**src/rtl/mem_arb_pkg.sv**
```systemverilog
// Shared types and default sizing for the CPU/camera memory arbiter.
package mem_arb_pkg;

  localparam int DATA_W_DEF    = 32;
  localparam int ADDR_W_DEF    = 32;
  localparam int MAX_BURST_DEF = 16;

  typedef enum logic [1:0] {
    IDLE      = 2'd0,
    CPU_ACC   = 2'd1,
    CPU_RDW   = 2'd2,
    CAM_BURST = 2'd3
  } arb_state_t;

endpackage

```
**src/rtl/arb_beat_counter.sv**
```systemverilog
// Counts accepted camera beats within one grant; flags the beat that reaches the cap.
module arb_beat_counter
  import mem_arb_pkg::*;
#(
  parameter int MAX_BURST = MAX_BURST_DEF,
  localparam int CNT_W    = $clog2(MAX_BURST + 1)
) (
  input  logic clk,
  input  logic reset,
  input  logic clr,
  input  logic inc,
  output logic at_last
);

  logic [CNT_W-1:0] count_d;
  logic [CNT_W-1:0] count_q;

  // next count: clear wins, increment saturates so the counter can never wrap
  always_comb begin
    count_d = count_q;
    if (clr) begin
      count_d = '0;
    end else if (inc && (count_q < CNT_W'(MAX_BURST))) begin
      count_d = count_q + CNT_W'(1);
    end else begin
      count_d = count_q;
    end
  end

  // count register
  always_ff @(posedge clk or negedge reset) begin
    if (!reset) begin
      count_q <= '0;
    end else begin
      count_q <= count_d;
    end
  end

  assign at_last = (count_q == CNT_W'(MAX_BURST - 1));

endmodule

```
**src/rtl/mem_arbiter.sv**
```systemverilog
// Single-port RAM arbiter between a CPU data port and a camera write-burst stream,
// with round-robin tie breaking and a capped camera burst length.
module mem_arbiter
  import mem_arb_pkg::*;
#(
  parameter int DATA_W    = DATA_W_DEF,
  parameter int ADDR_W    = ADDR_W_DEF,
  parameter int MAX_BURST = MAX_BURST_DEF
) (
  input  logic              clk,
  input  logic              reset,
  input  logic              cpu_req,
  input  logic              cpu_we,
  input  logic [ADDR_W-1:0] cpu_addr,
  input  logic [DATA_W-1:0] cpu_wdata,
  output logic [DATA_W-1:0] cpu_rdata,
  output logic              cpu_ack,
  output logic              cpu_stall,
  input  logic              cam_req,
  input  logic [ADDR_W-1:0] cam_addr,
  input  logic [DATA_W-1:0] cam_wdata,
  input  logic              cam_last,
  output logic              cam_ack,
  output logic              mem_en,
  output logic              mem_we,
  output logic [ADDR_W-1:0] mem_addr,
  output logic [DATA_W-1:0] mem_wdata,
  input  logic [DATA_W-1:0] mem_rdata
);

  arb_state_t state_d, state_q;
  logic       last_cam_d, last_cam_q;
  logic       beat_acc_s;
  logic       burst_end_s;
  logic       at_last_s;

  assign beat_acc_s  = (state_q == CAM_BURST) && cam_req;
  assign burst_end_s = beat_acc_s && (cam_last || at_last_s);

  arb_beat_counter #(
    .MAX_BURST (MAX_BURST)
  ) u_beat_counter (
    .clk     (clk),
    .reset   (reset),
    .clr     (burst_end_s),
    .inc     (beat_acc_s),
    .at_last (at_last_s)
  );

  // next state and round-robin bookkeeping; last_cam=1 hands the next tie to the CPU
  always_comb begin
    state_d    = state_q;
    last_cam_d = last_cam_q;
    case (state_q)
      IDLE: begin
        if (cpu_req && (!cam_req || last_cam_q)) begin
          state_d    = CPU_ACC;
          last_cam_d = 1'b0;
        end else if (cam_req) begin
          state_d    = CAM_BURST;
          last_cam_d = 1'b1;
        end else begin
          state_d = IDLE;
        end
      end
      CPU_ACC: begin
        if (cpu_we) begin
          state_d = IDLE;
        end else begin
          state_d = CPU_RDW;
        end
      end
      CPU_RDW: state_d = IDLE;
      CAM_BURST: begin
        if (burst_end_s) begin
          state_d = IDLE;
        end else begin
          state_d = CAM_BURST;
        end
      end
      default: state_d = IDLE;
    endcase
  end

  // FSM registers
  always_ff @(posedge clk or negedge reset) begin
    if (!reset) begin
      state_q    <= IDLE;
      last_cam_q <= 1'b1;
    end else begin
      state_q    <= state_d;
      last_cam_q <= last_cam_d;
    end
  end

  // RAM port and handshake decode; IDLE (and therefore reset) drives everything low
  always_comb begin
    mem_en    = 1'b0;
    mem_we    = 1'b0;
    mem_addr  = '0;
    mem_wdata = '0;
    cpu_ack   = 1'b0;
    cpu_rdata = '0;
    cam_ack   = 1'b0;
    case (state_q)
      CPU_ACC: begin
        mem_en    = 1'b1;
        mem_we    = cpu_we;
        mem_addr  = cpu_addr;
        mem_wdata = cpu_wdata;
        cpu_ack   = cpu_we;
      end
      CPU_RDW: begin
        cpu_ack   = 1'b1;
        cpu_rdata = mem_rdata;
      end
      CAM_BURST: begin
        mem_en    = cam_req;
        mem_we    = 1'b1;
        mem_addr  = cam_addr;
        mem_wdata = cam_wdata;
        cam_ack   = cam_req;
      end
      default: begin
        mem_en = 1'b0;
      end
    endcase
  end

  // stall is forced low while reset is asserted so every output reads 0
  assign cpu_stall = reset & cpu_req & ~cpu_ack;

endmodule

```
**config.mk**
```make
export PLATFORM = sky130hd
export DESIGN_NAME = mem_arbiter
export DESIGN_NICKNAME = d
export VERILOG_FILES = /design/src/rtl/mem_arb_pkg.sv /design/src/rtl/arb_beat_counter.sv /design/src/rtl/mem_arbiter.sv
export SDC_FILE = /design/constraint.sdc
export NUM_CORES = 1
export LEC_CHECK = 0
export ABC_AREA = 0
export BUFFER_PORTS_ARGS = -buffer_cell sky130_fd_sc_hd__buf_4
export CAP_MARGIN = 5
export CORE_AREA = 2 2 105 107
export DETAILED_ROUTE_END_ITERATION = 12
export DIE_AREA = 0 0 107 109
export GPL_ROUTABILITY_DRIVEN = 0
export PLACE_DENSITY = 0.59
export SLEW_MARGIN = 20
export SYNTH_ARGS = -nofsm -noshare
export SYNTH_HDL_FRONTEND = slang
export SYNTH_SLANG_ARGS = --single-unit
```
**constraint.sdc**
```tcl
create_clock -name clk -period 2.83 [get_ports clk]
set_clock_uncertainty 0.15 [all_clocks]
set_input_delay 0.1415 -clock clk [delete_from_list [all_inputs] [get_ports clk]]
set_output_delay 0.1415 -clock clk [all_outputs]
set_load 0.01 [all_outputs]
```
==> results.sh, run 1 <==
export IMPL_cts_hold_buf=2
export IMPL_run_status="completed"
export IMPL_grt_pass1_vias=2184
export IMPL_clock_sinks=8
export IMPL_worstPathRequired_ns=2.54
export IMPL_cp_arrival_ns=1.90
export IMPL_fin_tns_setup_ns=0
export IMPL_synth_edf_count=0
export IMPL_cp_end_kind="primary output"
export IMPL_syn_area_per_cell_um2=7.984
export IMPL_grt_max_degree=36
export IMPL_period_minus_slack_ns=2.188
export IMPL_fin_nets=600
export IMPL_cts_root_buf="clkbuf_8"
export IMPL_synthCells=168
export IMPL_nFillCells=1137
export IMPL_start_util_pct=12.65
export IMPL_syn_nets=341
export IMPL_pin_count=267
export IMPL_setup_viol=0
export IMPL_critical_path_top_delay_family="adder cells"
export IMPL_tritoncts="built"
export IMPL_yosys_warnings=0
export IMPL_fmaxAchievable_mhz=457.1
export IMPL_worstPathCellList="inv_1, ha_1, o21a_1, nor2_1, buf_4"
export IMPL_rows=38
export IMPL_postCtsSetupBuffers=0
export IMPL_critPathMaxStageDelay_ns=0.71
export IMPL_synth_top_flop_cell="dfrtp_1"
export IMPL_num_vias=2351
export IMPL_dp_hpwl_mm=7.208
export IMPL_crit_fanout=33
export IMPL_clk_latency_ns=0.23
export IMPL_core_um2=10600
export IMPL_yosys_area_top_type="a22o_1"
export IMPL_critical_path_slowest_cell="ha_1"
export IMPL_yosys_top_cells_count="a22o_1 (66), and2_1 (33)"
export IMPL_leakagePower_nw=1.966
export IMPL_synth_seq_cells=8
export IMPL_drv_cap=0
export IMPL_total_power_mw=2.573
export IMPL_numCtsBuffers=3
export IMPL_die_area_um2=11660
export IMPL_async_reset_ff_share_pct=100.0
export IMPL_firstDrtPassIters=4
export IMPL_synth_most_common_cell="a22o_1"
export IMPL_drt_first_iter_violations=134
export IMPL_syn_area_um2=1341
export IMPL_netlist_area_leader_share_pct=43.10
export IMPL_path_class="register to primary output"
export IMPL_cts_path_max_buffers=2
export IMPL_placed_area_um2=3483
export IMPL_die_w_um=107
export IMPL_hp_class="input port to register"
export IMPL_hold_viol_final=0
export IMPL_wl_per_cell_um=14.95
export IMPL_clk_pin_slew_ns=0.04
export IMPL_drive_above_1_share_pct=65.02
export IMPL_grt_pass1_wl_mm=11.86
export IMPL_critPathBufInv=2
export IMPL_ant_nets=0
export IMPL_insertedDiodeCount=0
export IMPL_synthDistinctLibCells=26
export IMPL_p_per_area_nw_per_um2=725.0
export IMPL_cts_resized=0
export IMPL_grt_ovfl_total=0
export IMPL_rsz0062_at_grt="no"
export IMPL_fin_area_um2=3548
export IMPL_drv_slew=0
export IMPL_multi_input_area_um2=1052
export IMPL_port_buffers=266
export IMPL_syn_to_final_growth_pct=164.6
export IMPL_avgViaCountPerCell=4.154
export IMPL_regArea_um2=201.4
export IMPL_fin_cells=566
export IMPL_dpl_cell_count=560
export IMPL_drc=0
export IMPL_seq_area_frac_synth_pct=15.02
export IMPL_die_h_um=109
export IMPL_cts_max_level=1
export IMPL_max_slew_margin_pct=44.42
export IMPL_ir_worst_vdd_mv=0.3732
export IMPL_synth_area_leaders="a22o_1 (43%), and2_1 (15%), dfrtp_1 (13%), ha_1 (6.5%), o21ai_0 (2.6%)"
export IMPL_tightest_slew_ns=0.8337
export IMPL_grt_usage_pct=12.58
export IMPL_startpoint_type="register"
export IMPL_antenna_found_initial=0
export IMPL_drt_total_wl_mm=8.463
export IMPL_fin_crit_sh_pct=77.31
## area by class of cell
class	count	area share, %
clock buffers	4	1.269
inverters	6	0.6347
multi-input cells	137	29.65
flip-flops and latches	8	5.677
well taps	140	4.937
repair buffers	271	57.83
## through the flow
stage	util, %	hold slack (ns)	setup slack (ns)
6_report	33.47	0.04908	0.6421
5_1_grt	33.47	0.06242	0.4625
4_1_cts	33.47	0.04042	0.6233
3_5_place_dp	32.85	-0.1798	0.6603
3_3_place_gp	32.85	-0.1782	0.7221
2_1_floorplan	-	-0.3041	0.8789
## worst paths after layout
kind,startpoint,end,slack (ns),cells past startpoint
hold reg to reg,last_cam_q$_DFFE_PN1P_,last_cam_q$_DFFE_PN1P_,0.38,2
hold / removal,cam_req,state_q[0]$_DFF_PN0_,0.05,3
setup / recovery,state_q[0]$_DFF_PN0_,cpu_stall,0.64,5
max in group asynchronous,reset,last_cam_q$_DFFE_PN1P_,2.19,2
min in group asynchronous,reset,u_beat_counter.count_q[4]$_DFFE_PN0P_,0.13,2
setup reg to reg,state_q[0]$_DFF_PN0_,u_beat_counter.count_q[3]$_DFFE_PN0P_,0.69,4
## metal layers
metal | up-vias | share of wire, % | global-route usage, %
li1 | 1157 | - | -
met1 | 1074 | 40 | 15.96
met4 | 0 | 0.73 | 2.041
met3 | 6 | 7.9 | 2.750
met2 | 114 | 51 | 22.25
met5 | - | 0 | 0
## sequential cells by signal, summed over array words and instances, names as in the netlist
| register | flops |
|---|---|
| last_cam_q | 1 |
| state_q | 2 |
| u_beat_counter.count_q | 5 |
## where the power goes
part / switching [mW] / leakage (nW) / internal, mW
sequential: 0.0383 / 0.100 / 0.167
clock: 0.0471 / 0.0228 / 0.0978
combinational: 1.04 / 1.84 / 1.18
## tightest hold or removal path, stage by stage
cell and delay (ns):
buf_4 0.11, o21ai_0 0.08, o21ai_0 0.06
## cell families (layout without fill, tap and decap cells)
group / count (synthesis) / after routing / synth area share (%)
simple gates: 49 / 49 / 21.74
fa+ha+maj: 7 / 7 / 6.530
mux: 1 / 1 / 0.8395
buf+inv: 23 / 281 / 6.903
flops: 8 / 8 / 15.02
compound gates: 80 / 80 / 48.97
## layout by cell type, fill, tap and decap left out
cell type      netlist  final
mux2_2               1      1
a22o_1              66     66
or2_1                1      1
ha_2                 0      2
a21boi_0             1      1
nand2b_1             1      1
clkbuf_8             0      3
a31oi_1              1      1
o21ai_0              7      7
inv_1                6      6
or2_2                1      1
dlygate4sd3_1        0      2
buf_4                0    268
nor2b_1              2      2
nand4b_1             1      1
nand2_1              5      5
ha_1                 7      5
and2_1              33     33
nor3_1               1      1
dfrtp_1              7      7
and3_1               1      1
or4_1                1      1
o21a_1               1      1
a21oi_1              3      3
nor2_1               2      2
buf_12               0      1
clkbuf_1             7      1
dfstp_2              1      1
a22oi_1              1      1
(Power assumes the default switching activity.)
==> run 2: changes to the inputs <==
- clock period: 2.83 -> 2.2 ns (I/O delays scaled with it)
==> run 2 against run 1 <==
Compared with the run above:
- global-route usage is 0.52 points lower
- power increased by 28%
- sequential share of layout area about the same
- first-iteration DRC count is 7.5% higher
- hold slack worse by 0.027 ns
- count of clock-buffer cells in the layout did not move
- register-to-register slack worse by 0.56 ns
- die area unchanged
- critical path depth rose by 1
- utilization hardly changed
- non-clock buffer count is 2 higher
- largest power group unchanged
==> results.sh, run 2 (synthesized netlist as in run 1, its figures left out) <==
export IMPL_drv_cap=0
export IMPL_cts_root_buf="clkbuf_8"
export IMPL_port_buffers=266
export IMPL_fin_tns_setup_ns=0
export IMPL_reg2reg_from="u_beat_counter.count_q[0]$_DFFE_PN0P_"
export IMPL_p_clk_share_pct=5.8
export IMPL_setup_viol=0
export IMPL_syn_to_final_growth_pct=164.7
export IMPL_largest_register_ffs=5
export IMPL_whs_endpoint="state_q[1]$_DFF_PN0_"
export IMPL_drive_above_1_share_pct=65.19
export IMPL_wl_per_cell_um=14.65
export IMPL_hp_class="input port to register"
export IMPL_startpoint_type="register"
export IMPL_firstDrtPassIters=4
export IMPL_num_vias=2349
export IMPL_drc=0
export IMPL_tritoncts="built"
export IMPL_hold_viol_final=0
export IMPL_layout_commonest_cell="buf_4"
export IMPL_grt_max_degree=37
export IMPL_dpl_cell_count=562
export IMPL_drt_first_iter_violations=144
export IMPL_p_per_area_nw_per_um2=927.7
export IMPL_r2r_end="u_beat_counter.count_q[3]$_DFFE_PN0P_"
export IMPL_period_minus_slack_ns=2.068
export IMPL_cts_path_max_buffers=2
export IMPL_clk_latency_ns=0.23
export IMPL_grt_pass1_vias=2120
export IMPL_ant_nets=0
export IMPL_worst_r2r_setup_slack_ns=0.13
export IMPL_die_w_um=107
export IMPL_grt_pass1_wl_mm=11.26
export IMPL_drv_slew=0
export IMPL_r2r_cells=6
export IMPL_die_area_um2=11660
export IMPL_fmaxAchievable_mhz=483.5
export IMPL_tightest_slew_ns=0.3737
export IMPL_core_um2=10600
export IMPL_insertedDiodeCount=0
export IMPL_grt_ovfl_total=0
export IMPL_fin_cells=568
export IMPL_cts_max_level=1
export IMPL_switchingPower_mw=1.444
export IMPL_fin_crit_sh_pct=94.01
export IMPL_worstPathCellList="ha_1, and3_1, ha_1, or2_1, or4_1, o21ai_0"
export IMPL_worstPathRequired_ns=2.21
export IMPL_cts_resized=0
export IMPL_numCtsBuffers=3
export IMPL_cp_end_kind="register"
export IMPL_clock_sinks=8
export IMPL_hold_ws_ns=0.02234
export IMPL_grt_usage_pct=12.07
export IMPL_hold_start="cam_req"
export IMPL_cpMostUsedCell="ha_1"
export IMPL_dp_hpwl_mm=7.118
export IMPL_crit_fanout=5
export IMPL_holdPathStages=3
export IMPL_max_slew_margin_pct=75.09
export IMPL_pin_count=267
export IMPL_die_h_um=109
export IMPL_critPathMaxStageDelay_ns=0.47
export IMPL_avgViaCountPerCell=4.136
export IMPL_ir_worst_vdd_mv=0.4797
export IMPL_fin_nets=602
export IMPL_clk_pin_slew_ns=0.05
export IMPL_sequentialPowerShare_pct=8.0
export IMPL_rows=38
export IMPL_largestRegisters="u_beat_counter.count_q (5), state_q (2), last_cam_q (1)"
export IMPL_rsz0062_at_grt="no"
export IMPL_antenna_found_initial=0
export IMPL_pwr_share_comb_pct=86.3
export IMPL_largest_register="u_beat_counter.count_q"
export IMPL_run_status="completed"
export IMPL_mostFrequentLayoutCells="buf_4 (271), a22o_1 (66), and2_1 (33)"
export IMPL_critical_path_slowest_cell="or4_1"
export IMPL_intPower_mw=1.850
export IMPL_start_util_pct=12.65
export IMPL_cp_arrival_ns=2.07
export IMPL_drt_total_wl_mm=8.319
export IMPL_path_class="register to register"
export IMPL_leakagePower_nw=1.973
export IMPL_sw_frac_of_total_pct=43.82
==> run 2: area by class of cell <==
cell class	count	area (um2)
clock buffer	4	45.04
sequential	8	201.4
inverter	6	22.52
timing repair buffer	273	2054
multi-input combinational	137	1052
fill	1104	7052
tap	140	175.2
==> run 2: per-layer routing <==
metal  track usage (%)  wire [um]
met1             15.49       3396
met4             2.505         63
met5                 0          0
met2             21.25       4182
met3             2.092        676
==> run 2: power groups by stage <==
stage	registers, mW	clock network [mW]	logic [mW]
2_1_floorplan	0.252	0	1.40
3_3_place_gp	0.260	0	2.85
3_5_place_dp	0.265	0	2.86
4_1_cts	0.264	0.193	2.88
5_1_grt	0.273	0.200	3.08
6_report	0.263	0.190	2.84
==> run 2: repair_timing <==
item / CTS / global route
endpoints found under the hold margin: 10 / 0
buffers inserted: 0 / 0
hold buffers: 2 / 0
==> run 2: worst max-delay path by stage <==
stage | startpoint | endpoint | slack, ns | cells after the start
floorplan | u_beat_counter.count_q[0]$_DFFE_PN0P_ | u_beat_counter.count_q[3]$_DFFE_PN0P_ | 0.25 | 6
global placement | u_beat_counter.count_q[0]$_DFFE_PN0P_ | u_beat_counter.count_q[3]$_DFFE_PN0P_ | 0.17 | 6
detailed placement | u_beat_counter.count_q[0]$_DFFE_PN0P_ | u_beat_counter.count_q[3]$_DFFE_PN0P_ | 0.15 | 6
CTS | u_beat_counter.count_q[0]$_DFFE_PN0P_ | u_beat_counter.count_q[3]$_DFFE_PN0P_ | 0.14 | 6
global route | u_beat_counter.count_q[0]$_DFFE_PN0P_ | u_beat_counter.count_q[0]$_DFFE_PN0P_ | 0.07 | 6
finish | u_beat_counter.count_q[0]$_DFFE_PN0P_ | u_beat_counter.count_q[3]$_DFFE_PN0P_ | 0.13 | 6
==> run 2: metrics by stage <==
| step | total power, mW | cell area, um2 | util [%] | setup slack [ns] |
|---|---|---|---|---|
| 4_1_cts | 3.339 | 3551 | 33.49 | 0.1363 |
| 5_1_grt | 3.551 | 3551 | 33.49 | 0.06880 |
| 3_5_place_dp | 3.123 | 3486 | 32.88 | 0.1519 |
| 6_report | 3.294 | 3551 | 33.49 | 0.1319 |
| 3_3_place_gp | 3.113 | 3486 | 32.88 | 0.1745 |
| 2_1_floorplan | 1.653 | 1341 | - | 0.2489 |
==> run 2: worst max-delay path, delay by kind of cell (launching register included) <==
kind	cells	cell delay, ns
AO/OA/AOI/OAI	1	0.08
flip-flops	1	0.40
AND/OR/NAND/NOR	3	0.93
adder cells (fa/ha/maj)	2	0.43
==> run 3: changes to the inputs <==
- RECOVER_POWER: not set -> 25
==> run 3 against run 2 <==
Compared with the run above:
- highest routed layer unchanged
- register-to-register slack hardly changed
- maximum frequency up 0.27%
- final area shrank 1.4%
- clock power about the same
==> results.sh, run 3 (synthesized netlist as in run 1, its figures left out) <==
export IMPL_total_power_mw=3.240
export IMPL_wl_met2_mm=4.177
export IMPL_critical_path_slowest_cell="or4_1"
export IMPL_wl_met3_um=676
export IMPL_tritoncts="built"
export IMPL_largest_register="u_beat_counter.count_q"
export IMPL_pin_count=267
export IMPL_largest_register_ffs=5
export IMPL_drive_above_1_share_pct=62.15
export IMPL_setup_viol=0
export IMPL_clk_latency_ns=0.23
export IMPL_ant_nets=0
export IMPL_start_util_pct=12.65
export IMPL_antenna_found_initial=0
export IMPL_largestRegisters="u_beat_counter.count_q (5), state_q (2), last_cam_q (1)"
export IMPL_fin_tns_setup_ns=0
export IMPL_mostFrequentLayoutCells="buf_4 (258), a22o_1 (66), and2_1 (27)"
export IMPL_tightest_slew_ns=0.4951
export IMPL_drv_cap=0
export IMPL_core_um2=10600
export IMPL_fin_nets=602
export IMPL_grt_pass1_vias=2120
export IMPL_run_status="completed"
export IMPL_cp_end_kind="register"
export IMPL_die_area_um2=11660
export IMPL_wl_per_cell_um=14.63
export IMPL_cts_path_max_buffers=2
export IMPL_grt_max_degree=37
export IMPL_numCtsBuffers=3
export IMPL_fin_crit_sh_pct=93.75
export IMPL_cpMostUsedCell="ha_1"
export IMPL_hold_viol_final=0
export IMPL_sequentialPowerShare_pct=8.1
export IMPL_fmaxAchievable_mhz=484.8
export IMPL_avgViaCountPerCell=4.155
export IMPL_drv_slew=0
export IMPL_ir_worst_vdd_mv=0.4788
export IMPL_clock_sinks=8
export IMPL_grt_usage_pct=12.07
export IMPL_dp_hpwl_mm=7.118
export IMPL_firstDrtPassIters=4
export IMPL_leakagePower_nw=1.920
export IMPL_hp_class="input port to register"
export IMPL_port_buffers=266
export IMPL_sw_frac_of_total_pct=44.54
export IMPL_insertedDiodeCount=0
export IMPL_cts_root_buf="clkbuf_8"
export IMPL_syn_to_final_growth_pct=161.0
export IMPL_worstPathCellList="ha_1, and3_1, ha_1, or2_1, or4_1, o21ai_0"
export IMPL_max_slew_margin_pct=66.99
export IMPL_drt_total_wl_mm=8.308
export IMPL_die_w_um=107
export IMPL_drt_first_iter_violations=133
export IMPL_startpoint_type="register"
export IMPL_num_vias=2360
export IMPL_routedLengthMet1_mm=3.390
export IMPL_drc=0
export IMPL_dpl_cell_count=562
export IMPL_rsz0062_at_grt="no"
export IMPL_p_clk_share_pct=5.8
export IMPL_utilization_pct=33.02
export IMPL_hold_ws_ns=0.01859
export IMPL_layout_commonest_cell="buf_4"
export IMPL_grt_ovfl_total=0
export IMPL_p_per_area_nw_per_um2=925.4
export IMPL_top_layer="met4"
export IMPL_rows=38
export IMPL_grt_pass1_wl_mm=11.26
export IMPL_postCtsSetupBuffers=0
export IMPL_critPathMaxStageDelay_ns=0.47
export IMPL_switchingPower_mw=1.443
export IMPL_fin_cells=568
export IMPL_path_class="register to register"
export IMPL_intPower_mw=1.797
export IMPL_cts_max_level=1
export IMPL_worstPathRequired_ns=2.20
export IMPL_period_minus_slack_ns=2.063
export IMPL_die_h_um=109
export IMPL_crit_fanout=5
export IMPL_pwr_share_comb_pct=86.0
export IMPL_clk_pin_slew_ns=0.05
export IMPL_cp_arrival_ns=2.07
run 3: changes by cell type in the layout (fill, tap and decap cells not counted):
cell,delta
and2_0,+6
and2_1,-6
buf_4,-13
clkbuf_1,+12
clkbuf_2,+1
ha_1,+1
ha_2,-1
run 3: final cells by class:
class | count | area [um2]
Fill cell | 1127 | 7102
Timing Repair Buffer | 273 | 2007
Multi-Input combinational cell | 137 | 1050
Sequential cell | 8 | 201.4
Tap cell | 140 | 175.2
Clock buffer | 4 | 45.04
Inverter | 6 | 22.52
run 3: what timing repair did:
item | in CTS | in global routing
hold endpoints to repair | 10 | 0
hold buffers | 2 | 0
resized for setup | 0 | 0
run 3: layer usage:
metal,track usage (%),vias to the layer above
li1,-,1160
met2,21.25,116
met3,2.092,6
met5,0,-
met1,15.49,1078
met4,2.505,0
run 3: per-stage QoR:
stage	area [um2]	setup slack (ns)
floorplan	1341	0.2489
global placement	3486	0.1745
detailed placement	3486	0.1519
CTS	3551	0.1363
global route	3501	0.06880
finish	3501	0.1375
run 3: power by group through the flow:
stage	combinational (mW)	sequential (mW)	clock, mW
after detailed placement	2.86	0.265	0
after global routing	3.02	0.272	0.200
after floorplan	1.40	0.252	0
after CTS	2.88	0.264	0.193
final	2.79	0.263	0.189
after global placement	2.85	0.260	0
run 3: path summary, 6_finish.rpt:
path                                                       start                                     to  slack, ns  depth (start not counted)
min in group asynchronous                                  reset  u_beat_counter.count_q[3]$_DFFE_PN0P_       0.21                          2
hold reg to reg                           last_cam_q$_DFFE_PN1P_                 last_cam_q$_DFFE_PN1P_       0.39                          1
max in group asynchronous                                  reset                 last_cam_q$_DFFE_PN1P_       1.33                          2
setup reg to reg           u_beat_counter.count_q[0]$_DFFE_PN0P_  u_beat_counter.count_q[3]$_DFFE_PN0P_       0.14                          6
setup / recovery           u_beat_counter.count_q[0]$_DFFE_PN0P_  u_beat_counter.count_q[3]$_DFFE_PN0P_       0.14                          6
hold / removal                                           cam_req                   state_q[1]$_DFF_PN0_       0.02                          3
run 3: worst max-delay path, delay by kind of cell (launching register included):
kind | cells | cell delay (ns)
flip-flops | 1 | 0.40
adder cells (fa/ha/maj) | 2 | 0.43
AND/OR/NAND/NOR | 3 | 0.93
AO/OA/AOI/OAI | 1 | 0.08
